--- src/rtl/dcache_ctrl.sv ---
// dcache_ctrl: sequences a bank of NUMLINES dcache_line instances.
// Presents CPU requests to the bank, muxes the hitting line's data back,
// and on a global miss fills a round-robin victim through the single
// memory-controller port.
// Optional: define DCACHE_CTRL_PERF_EN to enable hit/miss counters.
module dcache_ctrl #(
    parameter int NUMLINES  = 4,
    parameter int LINEWORDS = 32,
    parameter int ADDRBITS  = 32,
    parameter int DATABITS  = 32
) (
    input  logic                         clk,
    input  logic                         reset,
    input  logic [ADDRBITS-1:0]          cpu_addr,
    input  logic                         cpu_rdreq,
    input  logic                         cpu_wrreq,
    output logic [DATABITS-1:0]          cpu_out,
    output logic                         cpu_valid,
    output logic                         cpu_busy,
    output logic [NUMLINES-1:0]          line_fill,
    input  logic [NUMLINES*DATABITS-1:0] line_out,
    input  logic [NUMLINES-1:0]          line_valid,
    input  logic [NUMLINES-1:0]          line_miss,
    input  logic [NUMLINES*ADDRBITS-1:0] line_mem_addr,
    input  logic [NUMLINES-1:0]          line_mem_rdreq,
    input  logic [NUMLINES-1:0]          line_mem_wrreq,
    output logic [NUMLINES-1:0]          line_mem_valid,
    output logic [ADDRBITS-1:0]          mem_addr,
    output logic                         mem_rdreq,
    output logic                         mem_wrreq,
    input  logic                         mem_valid,
    output logic [31:0]                  hit_count,
    output logic [31:0]                  miss_count
);

    localparam int PTRW = (NUMLINES > 1) ? $clog2(NUMLINES) : 1;
    localparam int CNTW = $clog2(LINEWORDS) + 1;
    localparam logic [CNTW-1:0] LAST_BEAT = CNTW'(LINEWORDS - 1);
    localparam logic [PTRW-1:0] LAST_LINE = PTRW'(NUMLINES - 1);

    typedef enum logic [1:0] {IDLE, LOOKUP, FILL, SETTLE} state_t;

    state_t              state, state_nx;
    logic [PTRW-1:0]     victim;
    logic [CNTW-1:0]     beat_cnt;
    logic                settle_cnt;
    logic                req;
    logic                any_hit;
    logic                all_miss;
    logic                beat;
    logic [DATABITS-1:0] hit_data;

    // The address goes straight to the lines; the controller never needs it.
    logic unused_addr;
    assign unused_addr = ^cpu_addr;

    // A simultaneous rd+wr is a write, but either way it is one request here.
    assign req      = cpu_rdreq | cpu_wrreq;
    assign any_hit  = |line_valid;
    assign all_miss = &line_miss;
    // Only read-side beats fill the line; flush (write) beats are not counted.
    assign beat     = (state == FILL) && mem_valid && !line_mem_wrreq[victim];

    // Hit data mux, lowest hitting line wins.
    always_comb begin
        hit_data = '0;
        for (int i = NUMLINES - 1; i >= 0; i--)
            if (line_valid[i]) hit_data = line_out[i*DATABITS +: DATABITS];
    end

    // State register.
    always_ff @(posedge clk or posedge reset) begin
        if (reset) state <= IDLE;
        else       state <= state_nx;
    end

    // Next-state and all handshake/memory-port outputs.
    always_comb begin
        state_nx       = state;
        cpu_out        = '0;
        cpu_valid      = 1'b0;
        cpu_busy       = 1'b0;
        line_fill      = '0;
        line_mem_valid = '0;
        mem_addr       = '0;
        mem_rdreq      = 1'b0;
        mem_wrreq      = 1'b0;
        case (state)
            IDLE: begin
                if (req) state_nx = LOOKUP;
            end
            LOOKUP: begin
                if (!req) begin
                    state_nx = IDLE;
                end else if (any_hit) begin
                    cpu_valid = 1'b1;
                    cpu_out   = hit_data;
                    state_nx  = IDLE;
                end else if (all_miss) begin
                    line_fill[victim] = 1'b1;
                    cpu_busy          = 1'b1;
                    state_nx          = FILL;
                end
            end
            FILL: begin
                cpu_busy               = 1'b1;
                mem_addr               = line_mem_addr[victim*ADDRBITS +: ADDRBITS];
                mem_rdreq              = line_mem_rdreq[victim];
                mem_wrreq              = line_mem_wrreq[victim];
                line_mem_valid[victim] = mem_valid;
                if (beat && beat_cnt == LAST_BEAT) state_nx = SETTLE;
            end
            SETTLE: begin
                // Two cycles so the line finishes its post-fill breather.
                cpu_busy = 1'b1;
                if (settle_cnt) state_nx = LOOKUP;
            end
            default: state_nx = IDLE;
        endcase
    end

    // Beat counter, settle timer and round-robin victim pointer.
    always_ff @(posedge clk or posedge reset) begin
        if (reset) begin
            victim     <= '0;
            beat_cnt   <= '0;
            settle_cnt <= 1'b0;
        end else begin
            if (|line_fill)
                beat_cnt <= '0;
            else if (beat)
                beat_cnt <= beat_cnt + 1'b1;
            settle_cnt <= (state == SETTLE) ? ~settle_cnt : 1'b0;
            if (state == SETTLE && settle_cnt)
                victim <= (victim == LAST_LINE) ? '0 : victim + 1'b1;
        end
    end

`ifdef DCACHE_CTRL_PERF_EN
    logic [31:0] hit_q, miss_q;

    // Free-running hit/miss counters, wrapping at 2^32.
    always_ff @(posedge clk or posedge reset) begin
        if (reset) begin
            hit_q  <= '0;
            miss_q <= '0;
        end else begin
            if (cpu_valid)  hit_q  <= hit_q + 1'b1;
            if (|line_fill) miss_q <= miss_q + 1'b1;
        end
    end

    assign hit_count  = hit_q;
    assign miss_count = miss_q;
`else
    assign hit_count  = '0;
    assign miss_count = '0;
`endif

endmodule

--- config.mk ---
export PLATFORM = sky130hd
export DESIGN_NAME = dcache_ctrl
export DESIGN_NICKNAME = d
export VERILOG_FILES = /design/src/rtl/dcache_ctrl.sv
export SDC_FILE = /design/constraint.sdc
export NUM_CORES = 1
export LEC_CHECK = 0
export CAP_MARGIN = 40
export CORE_AREA = 3 3 175 177
export CTS_BUF_LIST = sky130_fd_sc_hd__clkbuf_4
export DETAILED_ROUTE_END_ITERATION = 10
export DIE_AREA = 0 0 178 180
export GPL_TIMING_DRIVEN = 0
export SLEW_MARGIN = 10
export SYNTH_ARGS = -nofsm -noshare
export SYNTH_HDL_FRONTEND = slang
export SYNTH_SLANG_ARGS = --single-unit
export TNS_END_PERCENT = 20
--- constraint.sdc ---
create_clock -name clk -period 4.5 [get_ports clk]
set_clock_uncertainty 0.05 [all_clocks]
set_input_delay 0.9 -clock clk [delete_from_list [all_inputs] [get_ports clk]]
set_output_delay 0.9 -clock clk [all_outputs]
set_load 0.005 [all_outputs]
==> impl_metrics.json <==
{
  "n_antenna_cell": 0,
  "min_period_ns": 4.33,
  "start_util_pct": 11.8,
  "via_per_inst": 3.78,
  "gp_congestion": 0.863,
  "rsz0062_at_grt": "yes",
  "postSynthAreaPerCell_um2": 8.19,
  "area.growth.synth_to_final_pct": 124,
  "p_total_mw": 0.922,
  "cts_buffer_depth": 2,
  "nNetsFinal": 1161,
  "numCtsBuffers": 3,
  "yosys.area.top_type_share_pct": 22.2,
  "synth_edf_count": 0,
  "path_clk_slew_ns": 0.06,
  "worstPathMaxFanout": 10,
  "fillers": 3190,
  "vias": 4652,
  "final_common_cell": "clkdlybuf4s50_1",
  "cp.required_ns": 3.55,
  "dp_hpwl_um": 19100,
  "drv_slew": 0,
  "tns_ns": 0,
  "ys_seq_area_share_pct": 7.97,
  "post_cts.repair.setup_buffers": 0,
  "first_iter_violations": 161,
  "layout-drive-gt1-share_pct": 14.6,
  "fin_crit_sh_pct": 96.2,
  "critPathArrivalTime_ns": 3.38,
  "postSynthCellCount": 422,
  "cts-htree-levels": 1,
  "power.density_nw_per_um2": 119,
  "die-area_um2": 32000,
  "grt_pass1_wl_um": 30500,
  "worst_pin_slew_ns": 0.696,
  "r2r-start": "victim[1]",
  "grt_pass1_vias": 4755,
  "design.portCount": 449,
  "outcome": "complete, no violations",
  "clock-sinks": 11,
  "netlist_area_um2": 3460,
  "die_h_um": 180,
  "antenna_found_initial": 2,
  "core_um2": 29400,
  "die_w_um": 178,
  "maxCapViolCount": 0,
  "critPathLaunchType": "input port",
  "insertion_delay_ns": 0.27,
  "reg2reg_depth": 6,
  "firstDrtPassIters": 4,
  "ir_drop_mv": 0.0588,
  "hold_viol": 0,
  "grt_usage_pct": 12.6,
  "yosysTopAreaCell": "mux4_2",
  "grt-ovfl-total": 0,
  "antenna_left": 0,
  "hold_depth": 1,
  "route.detailed.drc": 0,
  "io_buffers": 351,
  "regToRegSetupSlack_ns": 2.09,
  "ys.flop_type": "dfrtp_1",
  "hold_class": "register to register",
  "rr_endpoint": "beat_cnt[5]",
  "max_freq_ghz": 0.231,
  "finalSetupViolations": 0,
  "hold_buffers": 0,
  "drt_wl_total_um": 21500,
  "hp-start": "settle_cnt",
  "cts_tree": "yes",
  "end_kind": "primary output",
  "yosysWarnings": 0,
  "ys_ff_latch": 11,
  "clockRootBuffer": "clkbuf_4",
  "routedWlPerCell_um": 17.4,
  "num_rows": 63,
  "worst-setup-path-type": "input port to primary output",
  "slew_headroom_pct": 53.6,
  "yosys-top-cells-area": "mux4_2 (22%), buf_4 (14%), a211o_1 (8.1%)",
  "synthDistinctLibCells": 42,
  "grt_max_degree": 12,
  "async_flop_share_pct": 100,
  "power_leakage_nw": 3.16,
  "layout_common_cells": "clkdlybuf4s50_1 (351), buf_4 (64), conb_1 (64)",
  "min_to": "settle_cnt"
}
critical path, stage by stage:
cell and delay, ns:
clkdlybuf4s50_1 0.57, clkbuf_2 0.30, buf_1 0.46, a221oi_1 0.16, a211o_1 0.31, a21oi_1 0.16, clkdlybuf4s50_1 0.52
synth_stat cells (all sizes together), types with 4 or more instances:
cell type and number:
buf 71, nand2 40, inv 39, and2 38, a21oi 37, mux4 34
a211o 32, a221oi 32, clkbuf 31, dfrtp 11, ha 11, nor2 6
and3 5, mux2 4, o21ai 4
final cells by class:
type	instances	area (um^2)	area share, %
repair buffers	351	3510	45.3
inverters	39	146	1.89
multi-input cells	333	2640	34.1
plain buffers	102	653	8.43
well taps	390	488	6.30
clock buffers	4	30.0	0.387
flip-flops and latches	11	275	3.55
metal layers:
layer	up-vias	track usage (%)	part of all wire, %
met2	195	21.0	49
met1	2177	17.2	43
met3	16	2.83	7.6
li1	2260	-	-
met5	-	0	0.12
met4	4	0.848	0.50
where the power goes:
part / internal [mW] / total (mW) / switching (mW) / leakage (nW)
clock: 0.0403 / 0.0721 / 0.0317 / 0.0184
sequential: 0.107 / 0.116 / 0.00875 / 0.151
combinational: 0.459 / 0.734 / 0.274 / 2.99
cell families (layout without fill, tap and decap cells):
family	count (synthesis)	in the layout	synth area share [%]
buffers and inverters	141	496	22.8
AO/OA/AOI/OAI	114	114	24.8
AND/OR/NAND/NOR	103	103	15.9
multiplexers	39	39	24.0
adder cells (fa/ha/maj)	11	11	3.98
flip-flops	11	11	7.97
XOR/XNOR	2	2	0.507
other	1	64	0.109
through the flow:
step	util [%]	setup WS, ns	area, um^2	hold slack, ns	instances
6_report	26.4	0.171	7750	0.384	1230
5_1_grt	26.4	-0.0220	7750	0.404	1230
4_1_cts	26.3	0.0512	7740	0.387	1230
3_5_place_dp	26.2	-0.403	7690	0.376	1226
3_3_place_gp	26.2	-0.335	7690	0.376	1226
2_1_floorplan	-	1.47	3690	0.363	485
flip-flops by register name (all words and copies together) (netlist names):
signal / count
beat_cnt: 6
settle_cnt: 1
state: 2
victim: 2
what timing repair did:
action	4_1_cts	5_1_grt
gates resized for setup	6	8
gates cloned	0	0
endpoints found under the setup margin	30	26
worst max path at each step:
stage                              from           to  slack, ns
after CTS                 line_valid[3]  cpu_out[13]       0.05
after global routing      line_valid[1]  cpu_out[11]      -0.02
after floorplan           line_valid[2]  cpu_out[21]       1.47
after global placement    line_valid[3]  cpu_out[13]      -0.34
after detailed placement  line_valid[3]  cpu_out[13]      -0.40
final                     line_valid[1]   cpu_out[8]       0.17
No activity file was read; power rests on OpenSTA's default activity.
